**src/rtl/fitbit_display_sequencer_pkg.sv**
```systemverilog
// Shared fitbit definitions: display selector encodings, the saturation
// limit of the 4-digit display and the half-mile to tenths-of-a-mile factor.
package fitbit_display_sequencer_pkg;

    // Width of the binary value handed to the display driver
    localparam int unsigned DISP_W = 14;

    // Largest value a 4-digit display can show
    localparam int unsigned DISP_SAT_MAX = 9999;

    // Distance arrives in half miles; the display shows tenths of a mile
    localparam int unsigned HALF_MILE_TO_TENTHS = 5;

    // Width used for saturation arithmetic, wide enough for a 32-bit input times 5
    localparam int unsigned WIDE_W = 35;

    // Rotation states double as the selector seen by the display driver
    typedef enum logic [1:0] {
        S_STEPS = 2'd0,
        S_DIST  = 2'd1,
        S_ACT   = 2'd2,
        S_HIGH  = 2'd3
    } disp_state_t;

    // Clamp a wide unsigned value to the display limit
    function automatic logic [DISP_W-1:0] saturate(input logic [WIDE_W-1:0] value,
                                                   input logic [WIDE_W-1:0] limit);
        logic [WIDE_W-1:0] clamped;
        clamped = (value > limit) ? limit : value;
        return clamped[DISP_W-1:0];
    endfunction

    // Fixed rotation order through the four statistics
    function automatic disp_state_t next_in_rotation(input disp_state_t cur);
        disp_state_t nxt;
        case (cur)
            S_STEPS: nxt = S_DIST;
            S_DIST:  nxt = S_ACT;
            S_ACT:   nxt = S_HIGH;
            S_HIGH:  nxt = S_STEPS;
            default: nxt = S_STEPS;
        endcase
        return nxt;
    endfunction

endpackage

```
**src/rtl/fitbit_sec_timer.sv**
```systemverilog
// One-second time base for the fitbit: counts CLK cycles and emits a
// single-cycle sec_tick, one cycle after the counter wraps to zero.
module fitbit_sec_timer #(
    parameter int unsigned TICKS_PER_SEC = 100000000
) (
    input  logic CLK,
    input  logic RESET,
    output logic sec_tick
);

    localparam int unsigned CNT_W = (TICKS_PER_SEC > 1) ? $clog2(TICKS_PER_SEC) : 1;
    localparam logic [CNT_W-1:0] CNT_LAST = CNT_W'(TICKS_PER_SEC - 1);

    logic [CNT_W-1:0] tick_count;
    logic             at_last;

    assign at_last = (tick_count == CNT_LAST);

    // Free-running cycle counter; the tick is registered so it lands on the cycle after the wrap
    always_ff @(posedge CLK) begin
        if (RESET) begin
            tick_count <= '0;
            sec_tick   <= 1'b0;
        end else begin
            sec_tick   <= at_last;
            tick_count <= at_last ? '0 : tick_count + CNT_W'(1);
        end
    end

endmodule

```
**src/rtl/fitbit_display_sequencer.sv**
```systemverilog
// Rotates steps, distance, activity count and high-activity time onto the
// shared 4-digit display, each for a fixed number of seconds. Values are
// clamped to the display range; distance is shown in tenths of a mile with
// the decimal point lit. Value and selector are registered from the same
// next-state decision so they always change together.
module fitbit_display_sequencer
    import fitbit_display_sequencer_pkg::*;
#(
    parameter int unsigned TICKS_PER_SEC = 100000000,
    parameter int unsigned DWELL_SEC     = 2,
    parameter int unsigned SAT_MAX       = DISP_SAT_MAX
) (
    input  logic              CLK,
    input  logic              RESET,
    input  logic              HOLD,
    input  logic [31:0]       step_count,
    input  logic [31:0]       distance_covered,
    input  logic [3:0]        initial_activity_count,
    input  logic [31:0]       high_activity_time,
    output logic [DISP_W-1:0] disp_value,
    output logic [1:0]        disp_sel,
    output logic              disp_dp,
    output logic              sec_tick
);

    localparam int unsigned DWELL_W = (DWELL_SEC > 1) ? $clog2(DWELL_SEC) : 1;
    localparam logic [DWELL_W-1:0] DWELL_LAST = DWELL_W'(DWELL_SEC - 1);
    localparam logic [WIDE_W-1:0]  SAT_LIMIT  = WIDE_W'(SAT_MAX);

    disp_state_t        state_q;
    disp_state_t        state_d;
    logic [DWELL_W-1:0] dwell_q;
    logic [DWELL_W-1:0] dwell_d;
    logic [DISP_W-1:0]  value_d;
    logic               dp_d;
    logic [WIDE_W-1:0]  dist_tenths;

    fitbit_sec_timer #(
        .TICKS_PER_SEC(TICKS_PER_SEC)
    ) u_sec_timer (
        .CLK      (CLK),
        .RESET    (RESET),
        .sec_tick (sec_tick)
    );

    // Distance scaled in full width so huge inputs clamp rather than wrap
    assign dist_tenths = {3'b000, distance_covered} * WIDE_W'(HALF_MILE_TO_TENTHS);

    // Rotation decision: seconds accumulate in the dwell counter unless HOLD freezes them
    always_comb begin
        state_d = state_q;
        dwell_d = dwell_q;
        if (sec_tick && !HOLD) begin
            if (dwell_q == DWELL_LAST) begin
                dwell_d = '0;
                state_d = next_in_rotation(state_q);
            end else begin
                dwell_d = dwell_q + DWELL_W'(1);
            end
        end
    end

    // Display value for the state being entered, so value and selector stay paired
    always_comb begin
        value_d = '0;
        dp_d    = 1'b0;
        case (state_d)
            S_STEPS: value_d = saturate({3'b000, step_count}, SAT_LIMIT);
            S_DIST: begin
                value_d = saturate(dist_tenths, SAT_LIMIT);
                dp_d    = 1'b1;
            end
            S_ACT:   value_d = {{(DISP_W-4){1'b0}}, initial_activity_count};
            S_HIGH:  value_d = saturate({3'b000, high_activity_time}, SAT_LIMIT);
            default: value_d = '0;
        endcase
    end

    // State, dwell and display registers; the display refreshes every cycle
    always_ff @(posedge CLK) begin
        if (RESET) begin
            state_q    <= S_STEPS;
            dwell_q    <= '0;
            disp_value <= '0;
            disp_dp    <= 1'b0;
        end else begin
            state_q    <= state_d;
            dwell_q    <= dwell_d;
            disp_value <= value_d;
            disp_dp    <= dp_d;
        end
    end

    assign disp_sel = state_q;

endmodule

```
**config.mk**
```make
export PLATFORM = sky130hd
export DESIGN_NAME = fitbit_display_sequencer
export DESIGN_NICKNAME = d
export VERILOG_FILES = /design/src/rtl/fitbit_display_sequencer_pkg.sv /design/src/rtl/fitbit_sec_timer.sv /design/src/rtl/fitbit_display_sequencer.sv
export SDC_FILE = /design/constraint.sdc
export NUM_CORES = 1
export LEC_CHECK = 0
export ABC_AREA = 1
export CORE_UTILIZATION = 44
export CTS_BUF_LIST = sky130_fd_sc_hd__clkbuf_4
export DETAILED_ROUTE_END_ITERATION = 7
export PLACE_DENSITY = 0.7
export SETUP_SLACK_MARGIN = 0.15
export SLEW_MARGIN = 10
export SYNTH_ARGS = -nofsm -noshare
export SYNTH_HDL_FRONTEND = slang
export SYNTH_SLANG_ARGS = --single-unit
```
**constraint.sdc**
```tcl
create_clock -name CLK -period 2.5 [get_ports CLK]
set_clock_uncertainty 0.1 [all_clocks]
set_input_delay 0.25 -clock CLK [delete_from_list [all_inputs] [get_ports CLK]]
set_output_delay 0.25 -clock CLK [all_outputs]
set_load 0.05 [all_outputs]
```
### After elaboration in Yosys (flattened, before gate mapping)

Cells that the tools add are included.
Widths: inputs -> output; s select.

| operators by class | value |
|---|---|
| add/subtract/negate cells | 2 |
| multiply operators | 1 |
| $lt $le $gt $ge | 3 |
| eq/ne operators | 7 |
| mux-type cells | 9 |
| reduce and logical (&&, ||, !) cells | 5 |

Operator list:

| operator | count |
|---|---|
| $gt 32x14->1 const B | 2 |
| $pmux 14 s4 | 1 |
| $mux 14 | 3 |
| $gt 35x14->1 const B | 1 |
| $mul 32x3->35 const B | 1 |
| $add 27x1->27 const B | 1 |
| $eq 27x27->1 const B | 1 |
| $eq 2x2->1 const B | 4 |
| $pmux 2 s4 | 1 |
| $eq 2x1->1 const B | 2 |
| $logic_not 2->1 | 2 |
| $mux 2 | 2 |
| $mux 1 | 2 |
| $reduce_or 2->1 | 1 |
| $add 1x1->1 const B | 1 |
| $logic_and 1x1->1 | 1 |
| $logic_not 1->1 | 1 |

| word-level totals | value |
|---|---|
| register bits after elaboration | 46 |

### Depth between registers and ports, before layout

| logic depth | value |
|---|---|
| depth after elaboration | 6 |
| gate-level depth with buffers | 22 |
| depth with buffers taken out | 21 |

### Hierarchy

From an unflattened synthesis, not the netlist that was laid out.

| second synthesis, totals | value |
|---|---|
| cells, all modules | 974 |
| area total of the unflattened synthesis | 5614.1 um^2 |

By module, submodules not included:

| module | times used | cells each | area each (um^2) |
|---|---|---|---|
| fitbit_display_sequencer | 1 | 750 | 4098.9 |
| fitbit_sec_timer | 1 | 224 | 1515.2 |

### Worst setup path before layout

OpenSTA, ideal clock, no wires.

| timing | value |
|---|---|
| path kind | input port to flip-flop |
| start point | input distance_covered[1] |
| end point | register disp_value[8] |
| setup time | 0.114 ns |
| arrival time | 2.485 ns |
| required time | 2.286 ns |
| slack | -0.199 ns |
| cell stages on the path | 19 |
| buffers on the path | 1 |
| cell sequence | ha_1 > ha_1 > inv_1 > fa_1 > inv_1 > nand3_2 > nand2_2 > nand2_1 > nand2_1 > nand2_1 > nand2_1 > nand2_1 > nand2_1 > xnor2_1 > nand3_2 > nor2_4 > buf_6 > nand3_1 > a21o_1 |

| on the way | value |
|---|---|
| cells in the longest elaborated chain, start to end | 4 |

Ends and longest elaborated chain:

| item | RTL line | RTL |
|---|---|---|
| from (decl) | fitbit_display_sequencer.sv:17 | `input logic [31:0] distance_covered,` |
| $mul 32x3->35 * | fitbit_display_sequencer.sv:47 | `assign dist_tenths = {3'b000, distance_covered} * WIDE_W'(HALF_MILE_TO_TENTHS);` |
| $gt 35x14->1 | fitbit_display_sequencer_pkg.sv:29 | `clamped = (value > limit) ? limit : value;` |
| $mux 14 * | fitbit_display_sequencer_pkg.sv:29 |  |
| $pmux 14 s4 * | fitbit_display_sequencer.sv:67 | `case (state_d)` |
| to (signal assigned) | fitbit_display_sequencer.sv:89 | `disp_value <= value_d;` |
| to (decl) | fitbit_display_sequencer.sv:20 | `output logic [DISP_W-1:0] disp_value,` |

Mark *: on every way between the ends. The rest lies on a longest branch, timed or not.
A chain may end at the register's enable or synchronous reset.

### Final worst setup path

| timing | value |
|---|---|
| start point | input distance_covered[3] |
| end point | register disp_value[9] |

The elaborated chain is that of the path after synthesis.

==> metrics.md <==
| Metric | Value |
|---|---|
| Outcome | finished with violations |
| Failing checks | setup timing |
| Post-synthesis cell type count | 41 |
| Sw power | ~1.2 mW |
| Sequential cell area fraction in the yosys report | 0.171 |
| Skew-Pair Late Insertion Delay | roughly 0.37 ns |
| Layout Cells excl Fill | 1292 |
| Clock sinks | between 40 and 50 |
| Largest net degree at the start of global routing | 17 |
| Pleak | between 4 and 5 nW |
| Power Total | 3.11 mW |
| RSZ-0062 raised after global routing | yes |
| Final Max Tran Viols | 0 |
| CTS tree | built |
| Switching Share | 0.398 |
| Layout cell share with drive strength beyond 1 | 0.353 |
| Final setup viols | 12 |
| Routed Wire Length | 19400 um |
| Post-layout min period | ~2.6 ns |
| Max Freq | 0.391 GHz |
| H-tree depth | 2 |
| Worst rel slew slack | 0.631 |
| PwrDens | around 340 nW/um^2 |
| Total CTS buffers | 5 |
| CTS clk-pin slew, worst paths | between 0.1 and 0.15 ns |
| Most frequent cell after synthesis | nand2_1 |
| Comb pwr share | 0.605 |
| Critical path required time | roughly 2.7 ns |
| Synth async-reset ratio | 0 |
| Io pins | 121 |
| Worst Tran Pin Value | about 0.55 ns |
| YS warnings | 0 |
| Top FF cell, synth | dfxtp_1 |
| DR vias | between 6000 and 7000 |
| Most frequent cells after synthesis | nand2_1 (288), inv_1 (153), nor2_1 (90) |
| Initial antenna violation count | 0 |
| Initial Util | 0.461 |
| Number of port buffers | between 100 and 150 |
| Synthesized flop and latch total | 46 |
| Diodes inserted | 0 |
| EDFF count, synth | 0 |
| Worst vdd ir | between 0.0002 and 0.00025 V |
| Mean Syn Cell Area | 5.85 um^2 |
| Mapped Area | between 5000 and 6000 um^2 |
| Share of the synthesized area in the top cell type | 0.201 |
| Synth area leaders | nand2_1 (20%), dfxtp_1 (17%), ha_1 (14%), inv_1 (11%), nor2_1 (6.3%) |
| Rows | 39 |
| Nets | between 1000 and 1500 |
| HPWL Detailed | approximately 14000 um |
| Cell taking the most area after synthesis | nand2_1 |
| Setup ws final | -0.0589 ns |
| Hold Vio Cnt, Final | 0 |
| Final antenna-violating net count | 0 |
| Startpoint class of the critical path | input port |
| CP arrival | 2.72 ns |
| Hold crit path type | input port to register |
| DR pass1 iterations | 5 |
| Worst reg2reg path depth | 14 |
| Hold Crit Depth | 5 |
| Remaining global-route overflow | 0 |
| WL/cell | ~15 um |
| Fin crit share | 1.02 |
| Die area | about 13000 um^2 |
| Setup TNS | -0.384 ns |
| Die Y | approximately 110 um |
| CTS root buf | clkbuf_4 |
| Core area | roughly 12000 um^2 |
| Sequential share of power | 0.242 |
| MaxCap Viol Count | 0 |
| Synthesis-to-finish area growth | 69.0% |
| Die Width | ~110 um |
| Int Power | 1.87 mW |
| Vias in the first global route | between 6000 and 7000 |
| Clk pwr share | 0.152 |
| GRT Total Usage | 0.292 |
| Vias per Instance | about 5.2 |
| Initial DRC count | roughly 540 |
| First-pass GRT wire length | ~30000 um |
| Critical Path End Type | register |
| Post-Place Cells | 1260 |
| Filler Cell Count | approximately 850 |
| Mapped Cells | 919 |
| Crit Path Max Fanout | 6 |
| Max Root-Sink Buffers | 2 |
| Crit Path Class | input port to register |
| Post-Syn Nets | between 1000 and 1500 |
| Drt drc | 0 |
| RD Place Congestion | 0.908 |
[stage by stage]
| stage | util | instance area (um^2) | hold WS, ns | worst slack (ns) |
|---|---|---|---|---|
| after floorplan | - | 5410 | 0.330 | -0.101 |
| after global placement | 0.635 | 7410 | 0.364 | -0.803 |
| after detailed placement | 0.635 | 7410 | 0.369 | -0.808 |
| after CTS | 0.741 | 8650 | 0.151 | 0.0133 |
| after global routing | 0.779 | 9080 | 0.144 | -0.213 |
| final | 0.779 | 9080 | 0.150 | -0.0589 |
[cell usage in the layout, fill, tap and decap left out, types with 18 or more instances in the layout]
cell type,Yosys,final
nand2_4,0,19
a21oi_2,1,23
inv_1,153,143
nor2_2,10,20
ha_4,0,59
nor2_1,90,64
nand3_2,8,26
nand2_1,288,237
dfxtp_1,46,44
clkdlybuf4s50_1,0,88
nand4_1,23,23
a21oi_1,58,34
buf_4,0,104
nand3_1,45,22
nand2_2,13,45
nor2_4,2,18
o21ai_0,20,19
[per-layer routing]
| layer | GRT usage | vias to the layer above | wire length [um] |
|---|---|---|---|
| li1 | - | 3401 | - |
| met2 | 0.530 | 192 | 9960 |
| met4 | 0.0676 | 0 | 350 |
| met1 | 0.365 | 3089 | 8300 |
| met5 | 0 | - | 0 |
| met3 | 0.0405 | 34 | 829 |
[cell type report]
class / count / area [um^2] / share of cell area
Clock buffer: 6 / 45.0 / 0.00496
Timing Repair Buffer: 230 / 2010 / 0.221
Clock inverter: 2 / 37.5 / 0.00413
Sequential cell: 46 / 923 / 0.102
Tap cell: 143 / 179 / 0.0197
Multi-Input combinational cell: 704 / 5280 / 0.582
Inverter: 161 / 604 / 0.0665
[power groups by stage]
stage	Clock (mW)	Combinational [mW]	Sequential, mW
2_1_floorplan	0	0.692	0.790
6_report	0.473	1.88	0.753
4_1_cts	0.481	1.68	0.750
3_5_place_dp	0	1.33	0.765
3_3_place_gp	0	1.32	0.766
5_1_grt	0.512	2.03	0.754
[sequential cells by signal, summed over array words and instances (netlist names)]
| name | flops |
|---|---|
| dwell_q | 1 |
| disp_sel | 2 |
| disp_value | 14 |
| disp_dp | 1 |
| u_sec_timer.tick_count | 27 |
| u_sec_timer.sec_tick | 1 |
[final timing paths]
check / from / end / slack, ns
worst max-delay path: distance_covered[3] / disp_value[9]$_SDFF_PP0_ / -0.06
worst min-delay path: distance_covered[1] / disp_value[1]$_SDFF_PP0_ / 0.15
worst max register to register: u_sec_timer.tick_count[1]$_SDFF_PP0_ / u_sec_timer.tick_count[18]$_SDFF_PP0_ / 0.24
worst min register to register: u_sec_timer.tick_count[26]$_SDFF_PP0_ / u_sec_timer.tick_count[26]$_SDFF_PP0_ / 0.39
[cells by family (layout without fill, tap and decap cells)]
kind of cell | after synthesis | count (layout) | synth area share
and+or+nand+nor | 531 | 531 | 0.443
adders and majority gates | 62 | 62 | 0.146
AOI/OAI and AO/OA | 101 | 101 | 0.102
buffers and inverters | 169 | 399 | 0.121
DFF | 46 | 46 | 0.171
xor gates and xnor gates | 10 | 10 | 0.0163
[repair_timing]
| item | CTS | global route |
|---|---|---|
| gates cloned | 1 | 1 |
| setup endpoints to repair | 18 | 29 |
| gates resized for setup | 244 | 121 |
| hold buffers | 0 | 0 |
| pin swaps | 52 | 44 |
| buffers inserted | 9 | 13 |
[worst max-delay path, cell delays in order]
cell	delay, ns
buf_8	0.11
buf_4	0.13
ha_4	0.24
ha_4	0.32
nand2_4	0.07
nand3_4	0.10
nand2_1	0.10
nand2_2	0.10
nand2_1	0.09
nand2_2	0.13
nand2_1	0.08
nand2_2	0.07
nand4_1	0.12
nor2_1	0.13
nand2_1	0.09
nor2_4	0.13
buf_4	0.14
buf_16	0.12
nand3_1	0.08
nand2_1	0.08
a21oi_2	0.05
No activity file was read; power rests on OpenSTA's default activity.
